## src/rtl/cache_pkg.sv

```systemverilog
// Shared types and constants for the L1 data-cache miss handler.
// Holds the miss FSM state encoding and the default datapath widths.
package cache_pkg;

    localparam int unsigned DATA_WIDTH_DEFAULT = 32;
    localparam int unsigned ADDR_WIDTH_DEFAULT = 32;

    // Byte-offset bits within a data word; cleared to form word-aligned addresses.
    localparam int unsigned WORD_OFFSET = 2;

    typedef enum logic [1:0] {
        StIdle = 2'd0,
        StWb   = 2'd1,
        StFill = 2'd2,
        StResp = 2'd3
    } miss_state_t;

endpackage

```

## src/rtl/sat_counter.sv

```systemverilog
// Saturating event counter: counts inc pulses and sticks at all-ones.
// Synchronous active-high reset clears the count.
module sat_counter #(
    parameter int unsigned WIDTH = 16
) (
    input  logic             clk,
    input  logic             rst,
    input  logic             inc,
    output logic [WIDTH-1:0] count
);

    logic [WIDTH-1:0] count_q;
    logic [WIDTH-1:0] count_d;

    always_comb begin
        count_d = count_q;
        if (inc && (count_q != {WIDTH{1'b1}})) begin
            count_d = count_q + WIDTH'(1);
        end
    end

    always_ff @(posedge clk) begin
        if (rst) begin
            count_q <= '0;
        end else begin
            count_q <= count_d;
        end
    end

    assign count = count_q;

endmodule

```

## src/rtl/cache_miss_ctrl.sv

```systemverilog
// L1 data-cache miss handler: optional dirty-victim writeback, then a word fill
// returned to the cache as a one-cycle pulse, with saturating miss/writeback counters.
module cache_miss_ctrl
    import cache_pkg::*;
#(
    parameter int unsigned DATA_WIDTH = DATA_WIDTH_DEFAULT,
    parameter int unsigned ADDR_WIDTH = ADDR_WIDTH_DEFAULT,
    parameter int unsigned CNT_WIDTH  = 16
) (
    input  logic                  clk,
    input  logic                  rst,
    input  logic                  miss,
    input  logic [ADDR_WIDTH-1:0] miss_addr,
    input  logic                  victim_dirty,
    input  logic [ADDR_WIDTH-1:0] victim_addr,
    input  logic [DATA_WIDTH-1:0] victim_data,
    output logic                  stall,
    output logic                  fill_valid,
    output logic [DATA_WIDTH-1:0] fill_data,
    output logic                  mem_req,
    output logic                  mem_we,
    output logic [ADDR_WIDTH-1:0] mem_addr,
    output logic [DATA_WIDTH-1:0] mem_wdata,
    input  logic                  mem_ready,
    input  logic [DATA_WIDTH-1:0] mem_rdata,
    output logic [CNT_WIDTH-1:0]  miss_count,
    output logic [CNT_WIDTH-1:0]  wb_count
);

    miss_state_t state_q, state_d;

    logic [ADDR_WIDTH-1:0] miss_addr_q, miss_addr_d;
    logic [ADDR_WIDTH-1:0] mem_addr_q, mem_addr_d;
    logic [DATA_WIDTH-1:0] mem_wdata_q, mem_wdata_d;
    logic [DATA_WIDTH-1:0] fill_data_q, fill_data_d;
    logic                  miss_inc;
    logic                  wb_inc;

    function automatic logic [ADDR_WIDTH-1:0] word_align(input logic [ADDR_WIDTH-1:0] addr);
        logic [ADDR_WIDTH-1:0] aligned;
        aligned = addr;
        aligned[WORD_OFFSET-1:0] = '0;
        return aligned;
    endfunction

    // mem_addr/mem_wdata are registers loaded on entry to WB/FILL, so they double as
    // the captured victim address/data and hold their value once the access ends.
    always_comb begin
        state_d     = state_q;
        miss_addr_d = miss_addr_q;
        mem_addr_d  = mem_addr_q;
        mem_wdata_d = mem_wdata_q;
        fill_data_d = fill_data_q;
        miss_inc    = 1'b0;
        wb_inc      = 1'b0;
        mem_req     = 1'b0;
        mem_we      = 1'b0;
        fill_valid  = 1'b0;

        unique case (state_q)
            StIdle: begin
                if (miss) begin
                    miss_inc    = 1'b1;
                    miss_addr_d = word_align(miss_addr);
                    if (victim_dirty) begin
                        state_d     = StWb;
                        mem_addr_d  = word_align(victim_addr);
                        mem_wdata_d = victim_data;
                    end else begin
                        state_d    = StFill;
                        mem_addr_d = word_align(miss_addr);
                    end
                end
            end
            StWb: begin
                mem_req = 1'b1;
                mem_we  = 1'b1;
                if (mem_ready) begin
                    wb_inc     = 1'b1;
                    state_d    = StFill;
                    mem_addr_d = miss_addr_q;
                end
            end
            StFill: begin
                mem_req = 1'b1;
                if (mem_ready) begin
                    fill_data_d = mem_rdata;
                    state_d     = StResp;
                end
            end
            StResp: begin
                fill_valid = 1'b1;
                state_d    = StIdle;
            end
            default: begin
                state_d = StIdle;
            end
        endcase
    end

    always_ff @(posedge clk) begin
        if (rst) begin
            state_q     <= StIdle;
            miss_addr_q <= '0;
            mem_addr_q  <= '0;
            mem_wdata_q <= '0;
            fill_data_q <= '0;
        end else begin
            state_q     <= state_d;
            miss_addr_q <= miss_addr_d;
            mem_addr_q  <= mem_addr_d;
            mem_wdata_q <= mem_wdata_d;
            fill_data_q <= fill_data_d;
        end
    end

    // Combinational so the pipeline freezes in the very cycle the miss is raised.
    assign stall     = miss | (state_q != StIdle);
    assign mem_addr  = mem_addr_q;
    assign mem_wdata = mem_wdata_q;
    assign fill_data = fill_data_q;

    sat_counter #(
        .WIDTH(CNT_WIDTH)
    ) u_miss_cnt (
        .clk  (clk),
        .rst  (rst),
        .inc  (miss_inc),
        .count(miss_count)
    );

    sat_counter #(
        .WIDTH(CNT_WIDTH)
    ) u_wb_cnt (
        .clk  (clk),
        .rst  (rst),
        .inc  (wb_inc),
        .count(wb_count)
    );

endmodule

```

## config.mk

```make
export PLATFORM = sky130hd
export DESIGN_NAME = cache_miss_ctrl
export DESIGN_NICKNAME = d
export VERILOG_FILES = /design/src/rtl/cache_pkg.sv /design/src/rtl/sat_counter.sv /design/src/rtl/cache_miss_ctrl.sv
export SDC_FILE = /design/constraint.sdc
export NUM_CORES = 1
export LEC_CHECK = 0
export CAP_MARGIN = 20
export CELL_PAD_IN_SITES_DETAIL_PLACEMENT = 0
export CELL_PAD_IN_SITES_GLOBAL_PLACEMENT = 2
export CORE_MARGIN = 4
export CORE_UTILIZATION = 23
export DETAILED_ROUTE_END_ITERATION = 8
export GPL_TIMING_DRIVEN = 1
export PLACE_DENSITY_LB_ADDON = 0.1
export SYNTH_ARGS = -nofsm -noshare
export SYNTH_HDL_FRONTEND = slang
export SYNTH_SLANG_ARGS = --single-unit
```

## constraint.sdc

```tcl
create_clock -name clk -period 2.8 [get_ports clk]
set_clock_uncertainty 0.2 [all_clocks]
set_input_delay 0.56 -clock clk [delete_from_list [all_inputs] [get_ports clk]]
set_output_delay 0.56 -clock clk [all_outputs]
set_load 0.02 [all_outputs]
```

Yosys cells after proc, flatten, opt, wreduce, memory -nomap -nowiden:

Index checks and enable logic that the tools add are counted.
Widths: inputs -> output; s select.

* $add $sub $neg: 2
* equality and inequality tests: 8
* multiplexer cells: 16
* bitwise operators: 1
* reductions and logical operators: 11

Operator list (count)
* $mux 32: 3
* $pmux 32 s2: 1
* $add 16x1->16 const B: 2
* $ne 16x16->1 const B: 2
* $reduce_and 3->1: 3
* $mux 2: 4
* $pmux 2 s4: 1
* $mux 1: 7
* $ne 2x2->1 const B: 3
* $eq 2x2->1 const B: 2
* $reduce_and 2->1: 2
* $reduce_bool 2->1: 2
* $eq 2x1->1 const B: 1
* $logic_and 1x1->1: 2
* $logic_not 2->1: 1
* $reduce_or 2->1: 1
* $or 1x1->1: 1

* register bits after elaboration: 160
* input bits: 133
* output and inout bits: 132
* logic and storage cells: 45

Longest topological paths before layout:

Gate-level depths: netlist (run 1).

* depth in word-level cells: 3
* mapped depth: 8
* gate-level depth less buffers: 6

Modules after synthesis:

Synthesis (run 1) repeated with hierarchy kept, for this count alone.

* cell total of the unflattened synthesis: 806
* area, all modules: 6723.9 µm²

By module, submodules not included
* cache_miss_ctrl: instances 1, cells an instance 608, area each 5027.3 µm², sequential area each 2522.4 µm²
* sat_counter: instances 2, cells an instance 99, area each 848.3 µm², sequential area each 320.3 µm²

Worst setup path before layout (run 1):

OpenSTA, ideal clock, no wires.

* path type: register -> register
* start point: register state_q[1]
* end point: register u_wb_cnt.count_q[15], in the netlist u_wb_cnt.count[15]
* setup time: 70 ps
* arrival time: 1973 ps
* required time: 2530 ps
* setup slack: 556 ps
* stages on the path, launching flop included: 7
* buffers on the path: 0
* clock period less this slack: 2244 ps
* cells stage by stage: dfxtp_1 -> inv_1 -> ha_1 -> and4_1 -> nand4_2 -> or4b_2 -> a21oi_1

* word-level cells in the longest chain between the ends: 3

RTL lines
* start: declaration: line cache_miss_ctrl.sv:30 `miss_state_t state_q, state_d;`
* start signal: assignment: line cache_miss_ctrl.sv:103 `state_q <= StIdle;`
* start signal: assignment: line cache_miss_ctrl.sv:109 `state_q <= state_d;`
* $eq 2x1->1: line cache_miss_ctrl.sv:60 `unique case (state_q)`
* $mux 1: line cache_miss_ctrl.sv:60
* $logic_and 1x1->1: line sat_counter.sv:17 `if (inc && (count_q != {WIDTH{1'b1}})) begin`
* end signal: assignment: line sat_counter.sv:26 `count_q <= count_d;`
* end: declaration: line sat_counter.sv:12 `logic [WIDTH-1:0] count_q;`

No other way between the ends.
A chain may end at the register's enable or synchronous reset.

Final worst setup path (run 1):

* start point: register state_q[0]
* end point: output mem_req

* word-level cells in the longest chain between the ends: 3
* elaborated cells on any way between the ends: 4
* those cells by class: eq/ne (2); mux (1); reduce/logical (1)

RTL lines
* $eq 2x2->1 / $eq 2x1->1 (equally long branches): line cache_miss_ctrl.sv:60
* $reduce_or 2->1 (no line) *
* $mux 1 *: line cache_miss_ctrl.sv:60
* end: declaration: line cache_miss_ctrl.sv:20 `output logic mem_req,`

Every way passes the cells marked *; elsewhere a longest branch is shown, timed or not.

==> results.py, run 1 <==
metrics = {
    "run_status": {
        "status": "completed",
    },
    "timing": {
        "hold_violations": 0,
        "setup_viol": 0,
        "worst_pin_slew_ps": 901,
        "period_minus_slack_ps": 2600,
        "setup_tns_ps": 0,
        "rsz0062_at_grt": "false",
        "fmax_mhz": 385,
        "fin_crit_sh_pct": 92.9,
        "finalMaxSlewViolations": 0,
        "max-slew-margin-rel_pct": 39.1,
    },
    "critical_path": {
        "path_max_fanout": 4,
        "crit_path_max_incr_delay_ps": 660,
        "crit_arrival_ps": 1840,
        "ff2ff_setup_slack_ps": 360,
        "critPathKind": "reg -> out",
        "critPathRequiredTime_ps": 2040,
        "cp-end-kind": "output pin",
        "cp-start-kind": "flop",
        "crit_path_cell_trace": "inv_1 -> ha_1 -> clkdlybuf4s50_1",
        "slowest_stage": "clkdlybuf4s50_1",
    },
    "global_routing": {
        "antenna_found_initial": 1,
        "grt_max_degree": 44,
        "grt_overflow_total": 0,
        "track_usage_pct": 14.9,
        "grt_pass1_wl_um": 37200,
        "grt_pass1_vias": 6455,
    },
    "yosys": {
        "synth_area_leader_cell": "dfxtp_1",
        "yosys_register_bits": 158,
        "synth_warnings": 0,
        "avgSynthCellArea_um2": 7.78,
        "syn_area_um2": 6660,
        "ys_types": 45,
        "seq_area_frac_synth_pct": 47.5,
        "synthTopCellsByArea": "dfxtp_1, nand2_1, a21oi_1",
        "synthArstFlopShare_pct": 0,
        "synth_top_area_share_pct": 47.5,
        "ys.flop_type": "dfxtp_1",
        "synth_cells": 857,
        "synth-edff-count": 0,
    },
    "finish": {
        "drive_above_1_share_pct": 6.73,
        "fin_cells": 1500,
        "syn_to_final_growth_pct": 56.4,
        "layout_commonest_cell": "nand2_1",
        "final_nets": 1245,
        "final_cell_mix": "nand2_1, clkdlybuf4s50_1, dfxtp_1, a21oi_1, o21ai_0",
    },
    "power_and_ir_drop": {
        "netSwitchingFraction_pct": 35.5,
        "power.leakage_nw": 3.61,
        "total_power_mw": 8.36,
        "intPower_mw": 5.39,
        "vdd_ir_drop_max_mv": 0.410,
        "seqPwrFrac_pct": 34.3,
        "combPwrFrac_pct": 35.8,
        "powerDensity_nw_per_um2": 802,
        "switching_power_mw": 2.97,
        "p_clk_share_pct": 29.9,
    },
    "die": {
        "num_rows": 62,
        "io_pins": 265,
        "die_h_um": 178,
        "start_util_pct": 23.3,
        "dieWidth_um": 178,
        "die_area_um2": 31800,
        "coreArea_um2": 28600,
    },
    "routing": {
        "drt-initial-drc-count": 292,
        "ant_nets": 0,
        "dr.pass1.iters": 4,
        "routed_wl_um": 24300,
        "avgRoutedWirePerCell_um": 16.2,
        "vias_per_cell": 4.44,
        "drc": 0,
        "vias": 6663,
    },
    "cts": {
        "insertion_delay_ps": 420,
        "numCtsBuffers": 17,
        "cts_tree": "yes",
        "clk_pin_slew_ps": 70,
        "clockBufferDepth": 2,
        "htree_levels": 4,
        "clockRootBuffer": "clkbuf_16",
        "clkSinkCount": 158,
    },
    "place": {
        "portBuffers": 258,
        "hpwl_um": 16800,
        "place_inst": 1470,
        "gp_congestion": 0.720,
    },
    "hold_path": {
        "hold_path_class": "reg -> reg",
    },
    "flow_run": {
        "max_cap_violations": 0,
    },
}
==> routing by layer <==
layer	vias to the layer above	share of wire [%]	wire [µm]	global-route usage [%]
met5	-	0	0	0
met4	0	1.2	281	3.45
met3	18	6.7	1640	4.49
met2	178	45	11000	23.8
met1	3045	47	11400	19.7
li1	3422	-	-	-
==> Yosys cell counts, types with 2 or more instances <==
cell and n:
o41ai_1 2, mux2i_1 33, clkbuf_1 51, nor2_1 9, or4_2 2, nand2_1 296, ha_1 7, a211oi_1 3
dfxtp_1 158, o31ai_1 13, or3_1 8, or3_2 3, nor3_1 4, a21oi_1 149, or4_1 11, and4_1 2
nand2b_1 5, xor2_1 3, nand3_1 7, nand4_1 13, o21ai_0 43, inv_1 3, and3_1 4, buf_2 5
buf_4 2, and2_1 2
==> flip-flops by register name, indices dropped and copies added (netlist names) <==
name,flops
u_wb_cnt.count,16
mem_addr,30
state_q,2
u_miss_cnt.count,16
mem_wdata,32
miss_addr_q,30
fill_data,32
==> cell type report <==
cell class              count  area (µm²)
fillers                  2970       18200
clock buffers              17         425
multi-input cells         638        3260
clock inverters            12         186
flip-flops and latches    158        3160
inverters                   3        11.3
well taps                 384         480
diodes                      1        2.50
repair buffers            287        2900
==> cells by family (layout without fill, tap and decap cells) <==
family	after synthesis	count (layout)	share of synthesized area, %
xor gates and xnor gates	4	4	0.526
other	1	3	0.0563
AOI/OAI and AO/OA	216	216	17.3
adders and majority gates	7	7	1.31
buffers and inverters	62	319	3.70
muxes	33	33	4.96
and+or+nand+nor	376	376	24.7
DFF	158	158	47.5
==> metrics by stage <==
stage                     hold WS (ps)  cell area, µm²  util (%)  setup WS, ps
final                              253           10400      36.4           200
after global routing               271           10400      36.4          51.4
after CTS                          255           10400      36.4          48.2
after detailed placement           246            9810      34.3          81.3
after global placement             242            9810      34.3          95.6
after floorplan                    237            6670         -           556
==> worst max-delay path: cells and delay by family, from the launching register on <==
kind                     cells  cell delay, ps
adder cells (fa/ha/maj)      1             310
buffers and inverters        2             760
flip-flops                   1             360
==> power by group through the flow <==
| stage | clock, mW | combinational [mW] | sequential [mW] |
|---|---|---|---|
| 2_1_floorplan | 0 | 1.23 | 3.24 |
| 3_3_place_gp | 0 | 3.06 | 2.92 |
| 3_5_place_dp | 0 | 3.06 | 2.92 |
| 4_1_cts | 2.60 | 3.08 | 2.87 |
| 5_1_grt | 2.70 | 3.32 | 2.92 |
| 6_report | 2.50 | 2.99 | 2.87 |
==> final timing paths <==
kind / start / end / cells after the start
max: state_q[0] / mem_req / 3
min: fill_data[30] / fill_data[30] / 2
max reg2reg: u_miss_cnt.count[1] / u_miss_cnt.count[1] / 6
min reg2reg: fill_data[30] / fill_data[30] / 2
==> repair_timing <==
| action | CTS | global route |
|---|---|---|
| buffers inserted | 0 | 0 |
| resized for setup | 0 | 1 |
| hold endpoints to repair | 0 | 0 |
| hold buffers | 0 | 0 |
| setup endpoints to repair | 0 | 1 |
Power figures use the tool's default switching activity.
==> run 2, diff against run 1 <==
--- a/config.mk
+++ b/config.mk
@@ -13,6 +13,8 @@
 export DETAILED_ROUTE_END_ITERATION = 8
 export GPL_TIMING_DRIVEN = 1
 export PLACE_DENSITY_LB_ADDON = 0.1
+export SKIP_LAST_GASP = 1
 export SYNTH_ARGS = -nofsm -noshare
 export SYNTH_HDL_FRONTEND = slang
 export SYNTH_SLANG_ARGS = --single-unit
+export TNS_END_PERCENT = 20
==> results of run 2 <==
No change in the layout: final DEF, timing and power equal those of run 1.
